### config.mk
export PLATFORM = sky130hd
export DESIGN_NAME = axi_rd_arbiter
export DESIGN_NICKNAME = d
export VERILOG_FILES = /design/src/rtl/axi_pkg.sv /design/src/rtl/rd_arb_pick.sv /design/src/rtl/axi_rd_arbiter.sv
export SDC_FILE = /design/constraint.sdc
export NUM_CORES = 1
export LEC_CHECK = 0
export BUFFER_PORTS_ARGS = -buffer_cell sky130_fd_sc_hd__buf_2
export CAP_MARGIN = 30
export CELL_PAD_IN_SITES_DETAIL_PLACEMENT = 1
export CELL_PAD_IN_SITES_GLOBAL_PLACEMENT = 2
export CORE_MARGIN = 2
export CORE_UTILIZATION = 22
export CTS_BUF_LIST = sky130_fd_sc_hd__clkbuf_2
export CTS_CLUSTER_SIZE = 40
export DETAILED_ROUTE_END_ITERATION = 10
export GPL_TIMING_DRIVEN = 0
export PLACE_DENSITY_LB_ADDON = 0.1
export SYNTH_ARGS = -nofsm -noshare
export SYNTH_HDL_FRONTEND = slang
export SYNTH_SLANG_ARGS = --single-unit
export TNS_END_PERCENT = 20
### constraint.sdc
create_clock -name clk -period 2.3 [get_ports clk]
set_input_delay 0.46 -clock clk [delete_from_list [all_inputs] [get_ports clk]]
set_output_delay 0.46 -clock clk [all_outputs]
set_load 0.005 [all_outputs]
### src/rtl/axi_pkg.sv
`default_nettype none
// +--------------------------------------------------------------------------+
// | axi_pkg: shared AXI read-channel constants and arbiter state encoding.    |
// | Revision: 1.0                                                             |
// +--------------------------------------------------------------------------+
package axi_pkg;

    localparam logic [2:0] AXI_SIZE_4B    = 3'b010;
    localparam logic [1:0] AXI_BURST_INCR = 2'b01;

    localparam logic [3:0] ID_ICACHE = 4'd0;
    localparam logic [3:0] ID_DCACHE = 4'd1;

    typedef enum logic [1:0] {
        IDLE = 2'd0,
        AR   = 2'd1,
        R    = 2'd2
    } arb_state_t;

endpackage
`default_nettype wire

### src/rtl/rd_arb_pick.sv
`default_nettype none
// +--------------------------------------------------------------------------+
// | rd_arb_pick: dcache-priority winner select with icache starvation guard.  |
// | Revision: 1.0                                                             |
// +--------------------------------------------------------------------------+
module rd_arb_pick #(
    parameter int STARVE_MAX = 4,
    parameter int CNT_W      = 3
) (
    input  logic             i_arvalid,
    input  logic             d_arvalid,
    input  logic [CNT_W-1:0] starve_cnt,
    output logic             pick_valid,
    output logic             pick_dcache
);

    localparam logic [CNT_W-1:0] c_starve_max = CNT_W'(STARVE_MAX);

    always_comb begin
        pick_valid  = i_arvalid | d_arvalid;
        // dcache keeps priority until icache has watched STARVE_MAX dcache grants
        pick_dcache = d_arvalid & ~(i_arvalid & (starve_cnt == c_starve_max));
    end

endmodule
`default_nettype wire

### src/rtl/axi_rd_arbiter.sv
`default_nettype none
// +--------------------------------------------------------------------------+
// | axi_rd_arbiter: shares one AXI AR/R channel between icache and dcache.    |
// | Revision: 1.0                                                             |
// +--------------------------------------------------------------------------+
module axi_rd_arbiter
    import axi_pkg::*;
#(
    parameter int ADDR_W     = 32,
    parameter int DATA_W     = 32,
    parameter int STARVE_MAX = 4
) (
    input  logic              clk,
    input  logic              rst,
    // icache
    input  logic              i_arvalid,
    input  logic [ADDR_W-1:0] i_araddr,
    input  logic [7:0]        i_arlen,
    output logic              i_arready,
    output logic              i_rvalid,
    output logic [DATA_W-1:0] i_rdata,
    output logic              i_rlast,
    input  logic              i_rready,
    // dcache
    input  logic              d_arvalid,
    input  logic [ADDR_W-1:0] d_araddr,
    input  logic [7:0]        d_arlen,
    output logic              d_arready,
    output logic              d_rvalid,
    output logic [DATA_W-1:0] d_rdata,
    output logic              d_rlast,
    input  logic              d_rready,
    // master
    output logic              m_arvalid,
    output logic [ADDR_W-1:0] m_araddr,
    output logic [7:0]        m_arlen,
    output logic [3:0]        m_arid,
    output logic [2:0]        m_arsize,
    output logic [1:0]        m_arburst,
    input  logic              m_arready,
    input  logic              m_rvalid,
    input  logic [DATA_W-1:0] m_rdata,
    input  logic              m_rlast,
    output logic              m_rready,
    // status
    output logic              busy,
    output logic              len_err
);

    localparam int               CNT_W        = $clog2(STARVE_MAX + 1);
    localparam logic [CNT_W-1:0] c_starve_max = CNT_W'(STARVE_MAX);

    arb_state_t        r_state;
    arb_state_t        w_state_nxt;
    logic              r_grant_d;
    logic [ADDR_W-1:0] r_addr;
    logic [7:0]        r_len;
    logic [CNT_W-1:0]  r_starve_cnt;
    logic [7:0]        r_beat_cnt;
    logic              r_len_err;

    logic              w_pick_valid;
    logic              w_pick_d;
    logic              w_r_hs;

    rd_arb_pick #(
        .STARVE_MAX (STARVE_MAX),
        .CNT_W      (CNT_W)
    ) u_pick (
        .i_arvalid   (i_arvalid),
        .d_arvalid   (d_arvalid),
        .starve_cnt  (r_starve_cnt),
        .pick_valid  (w_pick_valid),
        .pick_dcache (w_pick_d)
    );

    assign w_r_hs    = (r_state == R) & m_rvalid & m_rready;
    assign busy      = (r_state != IDLE);
    assign len_err   = r_len_err;
    assign m_araddr  = r_addr;
    assign m_arlen   = r_len;
    assign m_arid    = r_grant_d ? ID_DCACHE : ID_ICACHE;
    assign m_arsize  = AXI_SIZE_4B;
    assign m_arburst = AXI_BURST_INCR;
    assign i_rdata   = m_rdata;
    assign d_rdata   = m_rdata;

    always_ff @(posedge clk or posedge rst) begin
        if (rst) begin
            r_state <= IDLE;
        end else begin
            r_state <= w_state_nxt;
        end
    end

    always_comb begin
        w_state_nxt = r_state;
        m_arvalid   = 1'b0;
        m_rready    = 1'b0;
        i_arready   = 1'b0;
        d_arready   = 1'b0;
        i_rvalid    = 1'b0;
        d_rvalid    = 1'b0;
        i_rlast     = 1'b0;
        d_rlast     = 1'b0;
        case (r_state)
            IDLE: begin
                if (w_pick_valid) begin
                    w_state_nxt = AR;
                end
            end
            AR: begin
                m_arvalid = 1'b1;
                if (r_grant_d) begin
                    d_arready = m_arready;
                end else begin
                    i_arready = m_arready;
                end
                if (m_arready) begin
                    w_state_nxt = R;
                end
            end
            R: begin
                if (r_grant_d) begin
                    m_rready = d_rready;
                    d_rvalid = m_rvalid;
                    d_rlast  = m_rlast;
                end else begin
                    m_rready = i_rready;
                    i_rvalid = m_rvalid;
                    i_rlast  = m_rlast;
                end
                if (w_r_hs && m_rlast) begin
                    w_state_nxt = IDLE;
                end
            end
            default: begin
                w_state_nxt = IDLE;
            end
        endcase
    end

    always_ff @(posedge clk or posedge rst) begin
        if (rst) begin
            r_grant_d    <= 1'b0;
            r_addr       <= '0;
            r_len        <= '0;
            r_starve_cnt <= '0;
            r_beat_cnt   <= '0;
            r_len_err    <= 1'b0;
        end else begin
            if (r_state == IDLE) begin
                if (w_pick_valid) begin
                    r_grant_d <= w_pick_d;
                    r_addr    <= w_pick_d ? d_araddr : i_araddr;
                    r_len     <= w_pick_d ? d_arlen  : i_arlen;
                end
                if (!i_arvalid || (w_pick_valid && !w_pick_d)) begin
                    r_starve_cnt <= '0;
                end else if (w_pick_d && (r_starve_cnt != c_starve_max)) begin
                    r_starve_cnt <= r_starve_cnt + CNT_W'(1);
                end
            end
            if ((r_state == AR) && m_arready) begin
                r_beat_cnt <= '0;
            end
            if (w_r_hs) begin
                r_beat_cnt <= r_beat_cnt + 8'd1;
                // rlast must coincide exactly with the beat numbered arlen
                if (m_rlast != (r_beat_cnt == r_len)) begin
                    r_len_err <= 1'b1;
                end
                if (m_rlast) begin
                    r_grant_d <= 1'b0;
                end
            end
        end
    end

endmodule
`default_nettype wire

==> reports/results.txt <==
GRT overflow - 0
Commonest non-fill, non-tap cell in the layout - buf_2
Mean area per synthesized cell - 9.57 µm²
Startpoint Class - register
Rows - 44
Vias per inst - 4.12
Fmax - 0.472 GHz
Initial antenna violation count - 1
RePlAce Congestion - 0.731
Diode count - 0
Layout Cells excl Fill - 746
Clk sink count - 55
Minimum clock period - 2120 ps
Largest stage delay, worst path - 600 ps
CTS tree - yes
DP Wirelength - 8.35 mm
Min-Delay Path Depth - 2
Status - completed
DR WL/cell - 13.6 µm
Vias in the first global route - 3,268
Critical path class - register to primary output
Final ANT Viol Nets - 0
Reg2Reg Depth - 7
Placed cell count - 737
Crit path buf inv count - 1
Cell Chain, Critical Path - mux2i_4 > nor2_1 > buf_2
Final Instance Area - 4650 µm²
Number of max-slew violations in the final report - 0
Reg-to-reg setup timing slack - 450 ps
Final period util - 92.0%
Crit path max-delay family - flip-flops
Starting Density - 22.6%
First-pass GRT wire length - 16.2 mm
Max capacitance violation total - 0
Area after DPL - 4570 µm²
Syn Inst Count - 343
Residual DRC - 0
Synth Cell Area - 3280 µm²
Most frequent cells in the layout - buf_2, buf_4, dfrtp_1
Synth cell types - 36
Sequential fraction of the synthesis area - 41.9%
Leak pwr - 2.62 nW
H-tree lvl count - 2
Fraction of layout cells with a size suffix above 1 - 53.0%
R2R Path Start - r_starve_cnt[0]
Root Buffer - clkbuf_2
Critical Path End Type - primary output
Setup Skew - 18.0 ps
Count of final setup violators - 0
Synth top area cells - dfrtp_1, buf_4, mux2i_1
WL final - 10.2 mm
Peak VDD IR - 0.310 mV
Slew headroom - 41.9%
Post-synth top area share - 41.9%
Critical Path RT - 1840 ps
Yosys warning count - 0
Core ar. - 14,500 µm²
I/O pin count - 244
Crit path max fanout - 7
Detailed-router iteration count before antenna repair - 4
Global Route Usage Sum - 12.6%
Final hold vios - 0
Hold WC Path Type - input port to register
Buffer depth of the longest clock path - 2
Die height - 126 µm
Clk_lat worst skew - 480 ps
Power Density - 842 nW/µm²
Die X - 126 µm
Die area - 15,900 µm²
Largest net degree at the start of global routing - 33
PortBufs - 203
Worst slew pin tran - 865 ps
Vias - 3,074
Area Overhead vs Synth - 41.8%
Area leader, netlist - dfrtp_1
#FFs+latches synth - 55
CP arrival - 1660 ps
Final net count - 685
Hold EP - r_state[0]
Initial DRC count - 56
RR Endpoint - m_araddr[1]
CP max stage cell - dfrtp_1
CTS clk-pin slew, worst paths - 270 ps
Unrepaired setup endpoints after global routing - yes
HP Start - m_arready
Num CTS Buffers - 5
cell families (layout without fill, tap and decap cells):
logic type / count (synthesis) / in the layout / share of synthesized area [%]
other cells: 2 / 8 / 0.229
flops: 55 / 55 / 41.9
simple gates: 81 / 81 / 11.6
buf+inv: 91 / 304 / 19.3
compound gates: 58 / 58 / 9.87
xor+xnor: 8 / 8 / 2.14
mux: 45 / 45 / 13.8
fa+ha+maj: 3 / 3 / 1.14
Yosys cell counts (all sizes together):
master and count:
ha 3, a21boi 1, o22ai 2, nand2b 2, dfrtp 55, mux2i 45, nand2 46, nor4bb 1
xor2 8, nor4 2, a2bb2oi 1, nand3 5, nand4bb 1, conb 2, nor3b 1, clkbuf 7
nand3b 2, nor2b 3, nand4 2, buf 78, inv 6, a22o 3, or2 2, a311o 1
o21ai 49, a21bo 1, and3 3, nor2 11
flip-flops by register name (all words and copies together), names as in the netlist:
register,flops
r_state,2
m_araddr,32
r_beat_cnt,8
r_starve_cnt,3
m_arlen,8
len_err,1
r_grant_d,1
what timing repair did:
action | 4_1_cts | 5_1_grt
gates resized for setup | 0 | 2
endpoints found under the hold margin | 23 | 0
setup buffers | 0 | 0
hold buffers | 1 | 0
setup endpoints to repair | 0 | 3
worst reg2reg max path, delay by kind of cell (launching register included):
kind,cells,cell delay (ps)
buffers and inverters,2,400
multiplexers,1,260
AO/OA/AOI/OAI,1,100
adder cells (fa/ha/maj),1,180
AND/OR/NAND/NOR,2,380
flip-flops,1,450
worst max path at each step:
stage                       end  cells past startpoint  slack, ps  startpoint
floorplan               len_err                      1        500         rst
global placement        len_err                      2       -480         rst
detailed placement  m_araddr[1]                      4         60   i_arvalid
CTS                   i_arready                      3         70  r_state[1]
global route          i_arready                      3        -10  r_state[1]
finish                 m_rready                      3        180   r_grant_d
through the flow:
stage / total power (W) / setup TNS (ps) / setup WS [ps] / util (%) / hold slack [ps]
2_1_floorplan: 0.00258 / 0 / 497 / - / 450
3_3_place_gp: 0.00345 / -26060 / -476 / 31.3 / 457
3_5_place_dp: 0.00350 / 0 / 64.5 / 31.4 / 467
4_1_cts: 0.00403 / 0 / 71.3 / 32.0 / 111
5_1_grt: 0.00431 / -12.4 / -12.4 / 32.0 / 97.9
6_report: 0.00392 / 0 / 183 / 32.0 / 160
power by group:
group          switching, W  total [W]  leakage, nW  internal (W)
sequential         0.000288    0.00166        0.691       0.00137
clock              0.000332   0.000510       0.0404      0.000178
combinational      0.000934    0.00175         1.89      0.000819
final cells by class:
type	count	area, µm²
plain buffers	85	609
fillers	1797	9880
clock inverters	3	38.8
well taps	184	230
flip-flops and latches	55	1380
multi-input cells	203	1310
repair buffers	205	1050
clock buffers	5	25.0
inverters	6	22.5
routing by layer:
layer	vias to the layer above	global-route usage (%)	routed length [µm]
li1	1507	-	-
met3	10	4.38	962
met2	129	21.3	4930
met4	2	3.10	107
met5	-	0	8
met1	1426	15.4	4180
Power figures use the tool's default switching activity.
